**config.mk**
```make
export PLATFORM = sky130hd
export DESIGN_NAME = decoder
export DESIGN_NICKNAME = d
export VERILOG_FILES = /design/src/rtl/decoder_pkg.sv /design/src/rtl/decoder.sv
export SDC_FILE = /design/constraint.sdc
export NUM_CORES = 1
export LEC_CHECK = 0
export CORE_AREA = 2 2 39 41
export DETAILED_ROUTE_END_ITERATION = 8
export DIE_AREA = 0 0 41 43
export GPL_ROUTABILITY_DRIVEN = 0
export HOLD_SLACK_MARGIN = 0.12
export MAX_ROUTING_LAYER = met4
export PLACE_DENSITY_LB_ADDON = 0.08
export SLEW_MARGIN = 10
export SYNTH_ARGS = -nofsm -noshare
export SYNTH_HDL_FRONTEND = slang
export SYNTH_SLANG_ARGS = --single-unit
```
**constraint.sdc**
```tcl
create_clock -name clk -period 0.8 [get_ports clk]
set_clock_uncertainty 0.05 [all_clocks]
set_input_delay 0.16 -clock clk [delete_from_list [all_inputs] [get_ports clk]]
set_output_delay 0.16 -clock clk [all_outputs]
set_load 0.005 [all_outputs]
```
**src/rtl/decoder_pkg.sv**
```systemverilog
// Shared definitions for one-hot select decoders.
package decoder_pkg;

    localparam int SEL_W = 2;
    localparam int N_OUT = 4;

    // One-hot decode of a select code, gated by an active-high enable.
    function automatic logic [N_OUT-1:0] sel_onehot(
        input logic [SEL_W-1:0] a,
        input logic             e
    );
        logic [N_OUT-1:0] y;
        // NOTE: give every bit a value before the loop so no path leaves it unassigned
        // (in a combinational context that is what keeps a latch from being inferred).
        y = '0;
        for (int i = 0; i < N_OUT; i++) begin
            y[i] = e && (a == SEL_W'(i));
        end
        return y;
    endfunction

endpackage

```
**src/rtl/decoder.sv**
```systemverilog
// 2-to-4 one-hot select decoder with optional output register and output polarity.
module decoder
    import decoder_pkg::*;
#(
    parameter bit REGISTER_OUT = 1'b1,
    parameter bit ACTIVE_LOW   = 1'b0
) (
    input  logic             clk,
    input  logic             rst,
    input  logic [SEL_W-1:0] A,
    input  logic             E,
    output logic             Y_0,
    output logic             Y_1,
    output logic             Y_2,
    output logic             Y_3
);

    logic [N_OUT-1:0] dec;    // active-high decode of the current inputs
    logic [N_OUT-1:0] y_act;  // active-high select after the optional register
    logic [N_OUT-1:0] y_out;  // select at the requested output polarity

    assign dec = sel_onehot(A, E);

    generate
        if (REGISTER_OUT) begin : g_reg
            logic [N_OUT-1:0] y_q;
            logic             e_q;

            // Register the decoded select; reset drives every line to deasserted at once.
            always_ff @(posedge clk or posedge rst) begin
                // NOTE: the reset branch is asynchronous so the selects drop the moment
                // rst rises, not at the next edge; state uses non-blocking assignments.
                if (rst) begin
                    y_q <= '0;
                    e_q <= 1'b0;
                end else begin
                    y_q <= dec;
                    e_q <= E;
                end
            end

            assign y_act = y_q;

            // Inputs must be clean 0/1 whenever they are sampled outside reset.
            a_known : assert property (@(posedge clk) disable iff (rst) !$isunknown({A, E}));

            // With the enable that was captured, exactly one select is high; otherwise none.
            a_onehot : assert property (@(posedge clk) disable iff (rst)
                $countones(y_q) == (e_q ? 1 : 0));
        end else begin : g_comb
            assign y_act = dec;

            // Flag non-0/1 select inputs as soon as they change outside reset.
            always_comb begin
                if (!rst) begin
                    a_known : assert (!$isunknown({A, E}));
                end
            end
        end
    endgenerate

    assign y_out = ACTIVE_LOW ? ~y_act : y_act;

    assign Y_0 = y_out[0];
    assign Y_1 = y_out[1];
    assign Y_2 = y_out[2];
    assign Y_3 = y_out[3];

endmodule

```
==> Flow_metrics.wiki, run 1 <==
{| class="wikitable"
! Metric !! Value
|-
| Final Worst Setup Slack || -0.117 ns
|-
| RSZ-0062 raised after global routing || true
|-
| Proportion of power drawn by combinational gates || 8.8%
|-
| Net count after synthesis || 14
|-
| Routed via count || 102
|-
| Buffers plus inverters on the worst setup path || 1
|-
| Startpoint of the worst setup timing path || g_reg.y_q[1]
|-
| Final critical delay including setup and external delays || 0.917 ns
|-
| Die Span Y || 43 um
|-
| Number of endpoints failing setup at the final stage || 4
|-
| Largest Register || g_reg.y_q
|-
| Max cap viols || 0
|-
| Critical Path Max Stage Delay || 0.36 ns
|-
| Int Power || 0.406 mW
|-
| Worst IR drop on VDD || 333 uV
|-
| Class of the most critical setup path || register to primary output
|-
| TritonCTS Sinks || 4
|-
| Proportion of power drawn by flip-flops and latches || 42.7%
|-
| Fraction of post-synthesis cell area in the top cell type by area || 70.8%
|-
| Wire length per cell || 8.06 um
|-
| P per Cell Area || 2000 nW/um2
|-
| Layout cells sized above 1 || 45.0%
|-
| Number of ports placed on the die boundary || 9
|-
| Largest register FFs || 4
|-
| Chip width || 41 um
|-
| Number of design rule violations left after detail routing || 0
|-
| Remaining Overflow, GRT || 0
|-
| Pre-CTS setup slack || -0.247 ns
|-
| Fmax achieved || 1.09 GHz
|-
| Syn-to-layout area delta || 76.1%
|-
| WL final || 290 um
|-
| Average instance area after synthesis || 15.7 um2
|-
| Run status || complete, but fails checks
|-
| Root buffer selected by CTS || sky130_fd_sc_hd__clkbuf_4
|-
| Violations in the final reports || setup timing
|-
| Max Buffers Root-to-Sink || 2
|-
| Cell family with the largest share of critical-path delay || flip-flops
|-
| Chain of cells forming the critical path || buf_2
|-
| Total routing resource utilization after global routing || 5.67%
|-
| Most area-hungry cell type in the Yosys netlist || sky130_fd_sc_hd__dfrtp_1
|-
| Antenna-violating nets left || 0
|-
| Count of distinct cell types in the synthesized netlist || 5
|-
| H-tree depth reported by CTS || 1
|-
| Static leakage power || 0.150 nW
|-
| Final Hold Violating Endpoints || 0
|-
| Setup fix buffers added after clock tree synthesis || 0
|-
| Category of the worst setup path launch point || register
|-
| Register clock-pin slew on the reported worst setup and hold paths || 0.04 ns
|-
| CTS tree || done
|-
| Site Rows || 14
|-
| Via-to-Cell Ratio || 2.83
|-
| Data arrival, critical path || 0.71 ns
|-
| Yosys warns || 0
|-
| CP Data Required Time || 0.59 ns
|-
| Number of input and output port buffers inserted || 8
|-
| Via count of the first global-routing pass || 121
|-
| Clock group share of total power || 48.5%
|-
| Count of nets after finishing || 27
|-
| Sw frac || 18.6%
|-
| Core area || 1380 um2
|-
| Initial antenna violation count || 0
|-
| Biggest regs || g_reg.y_q x4
|-
| Number of instances in the synthesized netlist || 9
|-
| Setup TNS || -0.426 ns
|-
| Share of synthesized area occupied by flip-flops and latches || 70.8%
|-
| Kind of end point of the critical path || primary output
|-
| Worst Hold Class || input port to async pin
|-
| Largest cells by area after synthesis || sky130_fd_sc_hd__dfrtp_1, sky130_fd_sc_hd__and3b_1, sky130_fd_sc_hd__nor3b_2, sky130_fd_sc_hd__and3_2, sky130_fd_sc_hd__inv_1
|-
| Maximum fanout encountered on the critical timing path || 1
|-
| Worst slew slack as a fraction of its limit || 89.5%
|-
| CTS buffer count || 3
|-
| Yosys reg bits || 4
|-
| Maximum number of pins on one net before global-route repair || 5
|-
| Worst hold margin || 0.0652 ns
|-
| Slew Limit Fails || 0
|-
| Initial detailed-routing violation count || 0
|-
| Number of inserted diodes || 0
|-
| Effective utilization at floorplan || 10.2%
|-
| Initial DRT Pass Iterations || 1
|-
| Part of the cycle the worst path needs || 115%
|-
| Critical Path Slowest Stage Cell || sky130_fd_sc_hd__dfrtp_1
|-
| Synth Cell Area || 141 um2
|-
| Slew of the pin with the lowest slew margin || 0.157 ns
|-
| Switching power || 0.0925 mW
|-
| Overall die area || 1760 um2
|-
| First-pass GRT wire length || 462 um
|}
logic make-up (layout without fill, tap and decap cells):
family        count (synthesis)  count (layout)  share of synthesized area, %
flops                         4               4                          70.8
simple gates                  4               4                          26.6
buf+inv                       1              12                          2.65
final cells by class:
cell class | count | area (um2)
Clock buffer | 3 | 22.5
Tap cell | 16 | 20.0
Inverter | 1 | 3.75
Sequential cell | 4 | 100
Timing Repair Buffer | 8 | 65.1
Multi-Input combinational cell | 4 | 37.5
Fill cell | 152 | 1130
power by group through the flow:
stage / Clock, mW / Sequential, mW / Combinational, mW
6_report: 0.241 / 0.213 / 0.0440
4_1_cts: 0.260 / 0.213 / 0.0469
5_1_grt: 0.261 / 0.214 / 0.0498
3_3_place_gp: 0 / 0.215 / 0.0537
2_1_floorplan: 0 / 0.217 / 0.0112
3_5_place_dp: 0 / 0.216 / 0.0541
metrics by stage:
stage	utilization [%]	std cells	area [um2]	power, mW
finish	18.0	36	249	0.498
global route	18.0	36	249	0.524
CTS	17.6	36	244	0.520
detailed placement	17.5	33	241	0.270
global placement	17.5	33	241	0.269
floorplan	-	9	141	0.228
worst paths after layout:
| check | to | slack [ns] | depth (start not counted) |
|---|---|---|---|
| max in group asynchronous | g_reg.y_q[2] | 0.48 | 2 |
| hold / removal | g_reg.y_q[3] | 0.07 | 2 |
| setup / recovery | Y_1 | -0.12 | 1 |
| min in group clk | g_reg.y_q[0] | 0.12 | 2 |
timing repair:
action,CTS,global route
hold endpoints to repair,4,4
cloned,0,0
gates resized for setup,16,2
pin swaps,0,0
endpoints found under the setup margin,4,6
cells in the mapped netlist:
library cell              n
sky130_fd_sc_hd__and3_2   1
sky130_fd_sc_hd__and3b_1  2
sky130_fd_sc_hd__dfrtp_1  4
sky130_fd_sc_hd__inv_1    1
sky130_fd_sc_hd__nor3b_2  1
placed cells by master (no fill, tap or decap):
master                            n
sky130_fd_sc_hd__and3_2           1
sky130_fd_sc_hd__dfrtp_1          4
sky130_fd_sc_hd__clkbuf_4         3
sky130_fd_sc_hd__dlymetal6s2s_1   2
sky130_fd_sc_hd__nor3b_2          1
sky130_fd_sc_hd__buf_2            4
sky130_fd_sc_hd__inv_1            1
sky130_fd_sc_hd__and3b_1          2
sky130_fd_sc_hd__clkdlybuf4s50_1  2
routing by layer:
metal / vias up / routed length, um / share of wire [%] / global-route usage [%]
met2: 7 / 152 / 52 / 5.63
met3: 0 / 41 / 14 / 3.14
met5: - / 0 / 0 / -
met4: 0 / 0 / 0 / 14.0
met1: 43 / 97 / 33 / 3.24
li1: 52 / - / - / -
(Power assumes the default switching activity.)
==> run 2: changes to the inputs <==
--- a/config.mk
+++ b/config.mk
@@ -5,9 +5,10 @@
 export SDC_FILE = /design/constraint.sdc
 export NUM_CORES = 1
 export LEC_CHECK = 0
-export CORE_AREA = 2 2 39 41
+export ABC_AREA = 1
+export CORE_AREA = 3 3 40 42
 export DETAILED_ROUTE_END_ITERATION = 8
-export DIE_AREA = 0 0 41 43
+export DIE_AREA = 0 0 43 45
 export GPL_ROUTABILITY_DRIVEN = 0
 export HOLD_SLACK_MARGIN = 0.12
 export MAX_ROUTING_LAYER = met4
==> run 2 against run 1 <==
Effect of this change: the run still ends with setup timing left; die area grew 9.8%; power fell by 0.64%; first-iteration DRC count up 1; worst hold slack improved by 0.0048 ns; largest power group unchanged; synthesized cell count is 44% higher.
==> Flow_metrics.wiki, run 2 <==
{| class="wikitable"
! Metric !! Value
|-
| Share of synthesized area occupied by flip-flops and latches || 74.8%
|-
| Largest register FFs || 4
|-
| RSZ-0062 raised after global routing || true
|-
| Number of design rule violations left after detail routing || 0
|-
| Register clock-pin slew on the reported worst setup and hold paths || 0.03 ns
|-
| Initial detailed-routing violation count || 1
|-
| WL final || 276 um
|-
| Antenna-violating nets left || 0
|-
| Final critical delay including setup and external delays || 0.904 ns
|-
| Slew Limit Fails || 0
|-
| Cell Area, Placed || 233 um2
|-
| Initial DRT Pass Iterations || 2
|-
| Number of inserted diodes || 0
|-
| Remaining Overflow, GRT || 0
|-
| Largest cells by area after synthesis || sky130_fd_sc_hd__dfrtp_1, sky130_fd_sc_hd__nor2_1, sky130_fd_sc_hd__inv_1, sky130_fd_sc_hd__nand2_1
|-
| Total routing resource utilization after global routing || 4.82%
|-
| Max Buffers Root-to-Sink || 2
|-
| Class of the most critical setup path || register to primary output
|-
| CTS tree || done
|-
| Core area || 1280 um2
|-
| Part of the cycle the worst path needs || 113%
|-
| Async set-reset flop share out of synthesis || 100%
|-
| Number of endpoints failing setup at the final stage || 4
|-
| Setup fix buffers added after clock tree synthesis || 0
|-
| Run status || complete, but fails checks
|-
| Initial antenna violation count || 0
|-
| Estimated wirelength of the detail-placed design || 225 um
|-
| Category of the worst setup path launch point || register
|-
| Slew of the pin with the lowest slew margin || 0.146 ns
|-
| Chip width || 43 um
|-
| Largest Register || g_reg.y_q
|-
| Buffers plus inverters on the worst setup path || 1
|-
| Routed via count || 113
|-
| Chain of cells forming the critical path || buf_2
|-
| Via count of the first global-routing pass || 131
|-
| Violations in the final reports || setup timing
|-
| H-tree depth reported by CTS || 1
|-
| Cell family with the largest share of critical-path delay || flip-flops
|-
| Worst IR drop on VDD || 376 uV
|-
| Fraction of post-synthesis cell area in the top cell type by area || 74.8%
|-
| Most used cells in the layout excluding fill and tap cells || sky130_fd_sc_hd__nor2_1, sky130_fd_sc_hd__dfrtp_1, sky130_fd_sc_hd__clkdlybuf4s50_1, sky130_fd_sc_hd__buf_2
|-
| Fillers || 141
|-
| Critical Path Slowest Stage Cell || sky130_fd_sc_hd__dfrtp_1
|-
| Post-synth top flop || sky130_fd_sc_hd__dfrtp_1
|-
| Static leakage power || 0.133 nW
|-
| Kind of end point of the critical path || primary output
|-
| Final Hold Violating Endpoints || 0
|-
| Maximum number of pins on one net before global-route repair || 5
|-
| Post-route cell area || 235 um2
|-
| Critical Path Max Stage Delay || 0.35 ns
|-
| Via-to-Cell Ratio || 2.90
|-
| Utilization of the core after routing || 18.3%
|-
| Most common library cells after synthesis || sky130_fd_sc_hd__dfrtp_1, sky130_fd_sc_hd__nor2_1, sky130_fd_sc_hd__inv_1
|-
| Number of instances in the synthesized netlist || 13
|-
| CTS buffer count || 3
|-
| Biggest regs || g_reg.y_q x4
|-
| Net count after synthesis || 18
|-
| Number of input and output port buffers inserted || 8
|-
| Layout cells sized above 1 || 29.2%
|-
| Syn-to-layout area delta || 75.7%
|-
| Count of distinct cell types in the synthesized netlist || 4
|-
| Site Rows || 13
|-
| Root buffer selected by CTS || sky130_fd_sc_hd__clkbuf_4
|-
| Max cap viols || 0
|-
| P per Cell Area || 2100 nW/um2
|-
| Maximum fanout encountered on the critical timing path || 1
|-
| Number of ports placed on the die boundary || 9
|-
| Count of flip-flops with a built-in enable after synthesis || 0
|-
| Die Span Y || 45 um
|-
| Effective utilization at floorplan || 10.4%
|-
| CP Data Required Time || 0.59 ns
|-
| TritonCTS Sinks || 4
|-
| Synth Cell Area || 134 um2
|-
| Data arrival, critical path || 0.69 ns
|-
| Wire length per cell || 7.08 um
|-
| Overall die area || 1940 um2
|-
| Yosys reg bits || 4
|-
| First-pass GRT wire length || 489 um
|-
| Fmax achieved || 1.11 GHz
|-
| Count of nets after finishing || 31
|-
| Yosys warns || 0
|-
| Worst Hold Class || input port to async pin
|-
| Final Worst Setup Slack || -0.104 ns
|-
| Worst slew slack as a fraction of its limit || 90.3%
|-
| Most area-hungry cell type in the Yosys netlist || sky130_fd_sc_hd__dfrtp_1
|-
| Average instance area after synthesis || 10.3 um2
|}
## run 2: cells by family after synthesis
family / Yosys count / synth area share [%]
flip-flops: 4 / 74.8
buffers and inverters: 3 / 8.41
AND/OR/NAND/NOR: 6 / 16.8
## run 2: worst max-delay path by stage
stage               slack [ns]    startpoint  endpoint  depth (start not counted)
floorplan                 0.24  g_reg.y_q[0]       Y_0                          0
global placement         -0.21  g_reg.y_q[0]       Y_0                          1
detailed placement       -0.21  g_reg.y_q[0]       Y_0                          1
CTS                      -0.12  g_reg.y_q[2]       Y_2                          1
global route             -0.14  g_reg.y_q[2]       Y_2                          1
finish                   -0.10  g_reg.y_q[2]       Y_2                          1
## run 2: layout make-up
class,instances,area [um2],area share [%]
sequential,4,100,42.6
multi-input combinational,6,22.5,9.57
inverter,3,11.3,4.79
timing repair buffer,8,60.1,25.5
clock buffer,3,22.5,9.57
tap,15,18.8,7.98
## run 2: power breakdown
group          leakage, nW  internal (mW)  switching (mW)  total (mW)
Sequential          0.0538          0.211         0.00140       0.213
Combinational       0.0651         0.0258          0.0179      0.0437
Clock               0.0138          0.167          0.0719       0.239
## run 2: repair_timing
item                                   CTS  global route
resized for setup                       16             0
endpoints found under the hold margin    4             4
setup endpoints to repair                4             4
cloned                                   0             0
## run 2: through the flow
stage,instances,setup WS (ns),TNS [ns],hold WS [ns],power (mW)
3_5_place_dp,36,-0.207,-1.40,0.311,0.268
3_3_place_gp,36,-0.211,-1.39,0.313,0.268
4_1_cts,39,-0.123,-0.475,0.0663,0.516
2_1_floorplan,13,0.241,0,-0.124,0.229
6_report,39,-0.104,-0.406,0.0700,0.495
5_1_grt,39,-0.141,-0.521,0.112,0.532
## run 2: layer usage
metal  part of all wire (%)  wire [um]  GRT usage (%)
met1                     33         91           3.16
met2                     54        149           3.89
met3                     12         34           3.59
met4                      0          0           12.7
met5                      0          0              -
==> edit 1 (flow settings as in run 1) <==
Change the parameter `ACTIVE_LOW` from 1'b0 to 1'b1.
--- a/src/rtl/decoder.sv
+++ b/src/rtl/decoder.sv
@@ -3,7 +3,7 @@
     import decoder_pkg::*;
 #(
     parameter bit REGISTER_OUT = 1'b1,
-    parameter bit ACTIVE_LOW   = 1'b0
+    parameter bit ACTIVE_LOW   = 1'b1
 ) (
     input  logic             clk,
     input  logic             rst,
Formal check against the unedited RTL: not equivalent (Yosys sat finds a counterexample within 4 cycles, from zero or initial values and one cycle with rst high).
==> edit 1 against run 1 <==
- the run still ends with setup timing left
- die area stayed put
- global-route usage is 0.097 points lower
- combinational power is 2% higher
- via count is 16% higher
- wire length is 4.8% lower
- power is 0.33% lower
- sequential share of layout area is 1.7 points lower
- area after synthesis is 11% higher
- cell area is 4.5% higher
- sequential cell count stayed put
- setup slack worse by 11 ps
- critical endpoint is now Y_2
- largest power group unchanged
==> edit 1: results (changes against run 1) <==
stage;metric;value;unit;change
power_and_ir_drop;Seq. pwr;0.213;mW;about the same
outcome;failing checks;setup timing;;
critical_path;CP Capture Point;Y_2;;
sta;worst setup margin;-128;ps;-11.1 ps
yosys;synth unique cells;5;;unchanged
yosys;synth warn;0;;unchanged
route;Starting DRT DRC Count;0;;unchanged
critical_path;Crit Path Max Fanout;1;;unchanged
power_and_ir_drop;Tot Pwr;0.497;mW;-0.33%
yosys;Seq/Total Area, Yosys;64.0;%;-6.8 points
placement;area post-placement;256;um^2;+6.2%
grt;Total Routing Usage GR;5.57;%;-0.097 points
power_and_ir_drop;worst-case vdd ir drop;395;uV;+19%
power_and_ir_drop;Psw;0.0910;mW;-1.6%
yosys;mux cell area share after synthesis;0;%;unchanged
route;top sig layer;met3;;
placement;placed cells;37;;+12%
sta;Setup TNS;-494;ps;-68.2 ps
route;drt wl/cell;6.90;um;-14%
route;met2 wire length;147;um;-3.3%
sta;# setup viols final;4;;unchanged
yosys;Synth Net Count;18;;+4
final_layout;Non-Filler Instances;40;;+11%
route;vias;118;;+16%
cts;H-tree Lvls;1;;unchanged
yosys;synth top area cells;dfrtp_1 (64%), inv_1 (12%), and3b_1 (11%);;
route;routed wl met3;40;um;-2.4%
route;Initial DRT Pass Iterations;1;;unchanged
power_and_ir_drop;leak pwr;0.138;nW;-7.9%
route;Metal-1 WL;89;um;-8.2%
min_path;Tightest Hold Check Type;input port to asynchronous set/reset pin;;
grt;antenna violations before repair;0;;unchanged
critical_path;Critical Path Start;g_reg.y_q[2]$_DFF_PP0_;;
sta;max_slew headroom;90.5;%;+0.97 points
placement;Port Buffer Count;8;;unchanged
yosys;Compound-Gate Fraction of Synth Area;0;%;unchanged
yosys;post-synthesis async set-or-reset flop share;100;%;unchanged
yosys;post-synthesis cell count;13;;+4
grt;global-route wire length before repair;462;um;unchanged
outcome;outcome;finished, violations left;;
final_layout;biggest regs;g_reg.y_q (4);;
cts;CTS Buffer Depth;2;;unchanged
yosys;adder-cell share of the synthesized area;0;%;unchanged
sta;final hold slack;63.3;ps;-1.93 ps
power_and_ir_drop;Comb group;0.0448;mW;+2%
final_layout;nets@finish;31;;+15%
yosys;leading cell types by count after synthesis;inv_1 (5), dfrtp_1 (4), and3b_1 (2), and3_2 (1), nor3b_2 (1);;
final_layout;layout cells sized above 1;37.5;%;-7.5 points
cts;CTS clk-pin slew, worst paths;40;ps;about the same
grt;largest net degree at the start of global routing;5;;unchanged
placement;dpl ws;-286;ps;-38.9 ps
==> edit 1: cell count changes after synthesis <==
cell and delta:
inv_1 +4
==> edit 1: per-layer routing <==
layer	vias to the layer above	track usage, %
li1	61	-
met5	-	-
met4	0	14.0
met1	51	3.90
met3	0	3.66
met2	6	4.38
==> edit 1: what timing repair did <==
| action | 4_1_cts | 5_1_grt |
|---|---|---|
| buffers inserted | 0 | 0 |
| endpoints found under the setup margin | 5 | 5 |
| gates resized for setup | 17 | 1 |
| hold endpoints to repair | 4 | 4 |
==> edit 1: worst max-delay path, stage by stage (launching register included) <==
cell	delay (ps)
dfrtp_1	350
inv_1	40
buf_2	100
==> edit 1: final cells by class <==
| type | instances | area [um^2] |
|---|---|---|
| clock buffer | 3 | 22.5 |
| timing repair buffer | 8 | 61.3 |
| tap | 16 | 20.0 |
| inverter | 5 | 18.8 |
| sequential | 4 | 100 |
| fill | 155 | 1120 |
| multi-input combinational | 4 | 37.5 |
==> edit 2 (settings of run 1) <==
Made on the original files. Register the inputs `A` and `E` before use, with the module's reset. The logic sees them one clock later.
--- a/src/rtl/decoder.sv
+++ b/src/rtl/decoder.sv
@@ -15,11 +15,24 @@
     output logic             Y_3
 );
 
+    logic [SEL_W-1:0] A_q;
+    logic E_q;
+
+    always_ff @(posedge clk or posedge rst) begin
+        if (rst) begin
+            A_q <= '0;
+            E_q <= '0;
+        end else begin
+            A_q <= A;
+            E_q <= E;
+        end
+    end
+
     logic [N_OUT-1:0] dec;    // active-high decode of the current inputs
     logic [N_OUT-1:0] y_act;  // active-high select after the optional register
     logic [N_OUT-1:0] y_out;  // select at the requested output polarity
 
-    assign dec = sel_onehot(A, E);
+    assign dec = sel_onehot(A_q, E_q);
 
     generate
         if (REGISTER_OUT) begin : g_reg
@@ -35,14 +48,14 @@
                     e_q <= 1'b0;
                 end else begin
                     y_q <= dec;
-                    e_q <= E;
+                    e_q <= E_q;
                 end
             end
 
             assign y_act = y_q;
 
             // Inputs must be clean 0/1 whenever they are sampled outside reset.
-            a_known : assert property (@(posedge clk) disable iff (rst) !$isunknown({A, E}));
+            a_known : assert property (@(posedge clk) disable iff (rst) !$isunknown({A_q, E_q}));
 
             // With the enable that was captured, exactly one select is high; otherwise none.
             a_onehot : assert property (@(posedge clk) disable iff (rst)
@@ -53,7 +66,7 @@
             // Flag non-0/1 select inputs as soon as they change outside reset.
             always_comb begin
                 if (!rst) begin
-                    a_known : assert (!$isunknown({A, E}));
+                    a_known : assert (!$isunknown({A_q, E_q}));
                 end
             end
         end
Formal check against the unedited RTL: not equivalent (Yosys sat finds a counterexample within 4 cycles, from zero or initial values and one cycle with rst high).
==> edit 2 against run 1 <==
- hold slack better by 32 ps
- critical path type unchanged
- setup slack worse by 10 ps
- via count grew 25%
- the flow still finishes with violations (setup timing)
- core utilization is 5.3 points higher
- power increased by 46%
- area after synthesis rose by 53%
- cell area up 30%
- count of clock-buffer cells in the layout is 1 higher
- wire length is 9.0% higher
- sequential cell count up 3
- sequential share of layout area increased by 14 points
- combinational power shrank 4%
==> edit 2: results (changes against run 1) <==
stage;metric;value;unit;change
outcome;outcome;finished, violations left;;
outcome;failing checks;setup timing;;
yosys;post-synthesis async set-or-reset flop share;100;%;unchanged
grt;met2 Use GR;5.94;%;+0.31 points
yosys;Synth Net Count;17;;+3
sta;Setup TNS;-481;ps;-54.9 ps
yosys;post-synthesis cell count;12;;+3
grt;Total Routing Usage GR;5.70;%;+0.029 points
grt;largest net degree at the start of global routing;8;;+3
sta;worst setup margin;-127;ps;-10.0 ps
sta;max_slew headroom;82.8;%;-6.7 points
final_layout;biggest regs;g_reg.y_q (4), A_q (2), E_q (1);;
yosys;leading cell types by count after synthesis;dfrtp_1 (7), and3b_1 (2), and3_2 (1), inv_1 (1), nor3b_2 (1);;
placement;area post-placement;317;um^2;+31%
placement;dpl ws;-201;ps;+46.2 ps
grt;met3 global-route usage;4.71;%;+1.6 points
power_and_ir_drop;worst-case vdd ir drop;534;uV;+61%
route;met2 wire length;139;um;-8.6%
route;routed wl met3;45;um;+9.8%
route;vias;127;;+25%
yosys;Seq/Total Area, Yosys;80.9;%;+10 points
final_layout;layout cells sized above 1;37.5;%;-7.5 points
placement;placed cells;36;;+9.1%
route;top sig layer;met4;;
route;Metal-1 WL;125;um;+29%
sta;# setup viols final;4;;unchanged
final_layout;nets@finish;30;;+11%
cts;setup bufs post-CTS;0;;unchanged
final_layout;Non-Filler Instances;40;;+11%
grt;vias in the first global route;138;;+14%
power_and_ir_drop;leak pwr;0.168;nW;+12%
grt;global-route wire length before repair;524;um;+13%
route;drt wl/cell;7.90;um;-1.9%
[edit 2: cell count changes after synthesis, sizes merged]
cell	delta
dfrtp	+3
[edit 2: cell families (layout without fill, tap and decap cells)]
group,Yosys count,count (layout),synth area share [%]
flops,7,7,80.9
simple gates,4,4,17.3
buf+inv,1,13,1.73
[edit 2: path summary, 6_finish.rpt]
check                      slack, ps  depth (start not counted)                      to                    from
setup / recovery                -130                          1                     Y_2  g_reg.y_q[2]$_DFF_PP0_
min in group clk                 300                          1        A_q[1]$_DFF_PP0_                    A[1]
setup reg to reg                  40                          1  g_reg.y_q[3]$_DFF_PP0_        A_q[1]$_DFF_PP0_
hold / removal                   100                          2  g_reg.y_q[0]$_DFF_PP0_                     rst
hold reg to reg                  420                          1  g_reg.y_q[0]$_DFF_PP0_        A_q[0]$_DFF_PP0_
max in group asynchronous        400                          2        A_q[0]$_DFF_PP0_                     rst
[edit 2: power groups by stage]
stage | logic (mW) | clock network, mW | registers, mW
after floorplan | 0.0131 | 0 | 0.384
after global placement | 0.0511 | 0 | 0.385
after detailed placement | 0.0507 | 0 | 0.385
after CTS | 0.0436 | 0.325 | 0.379
after global routing | 0.0486 | 0.368 | 0.379
final | 0.0423 | 0.305 | 0.379
[edit 2: final cells by class]
| class | count | area (um^2) |
|---|---|---|
| Clock buffer | 4 | 26.3 |
| Fill cell | 148 | 1060 |
| Inverter | 1 | 3.75 |
| Multi-Input combinational cell | 4 | 37.5 |
| Sequential cell | 7 | 175 |
| Tap cell | 16 | 20.0 |
| Timing Repair Buffer | 8 | 60.1 |
[edit 2: timing repair]
item,in CTS,in global routing
endpoints found under the hold margin,7,7
endpoints found under the setup margin,4,4
gates resized for setup,15,0
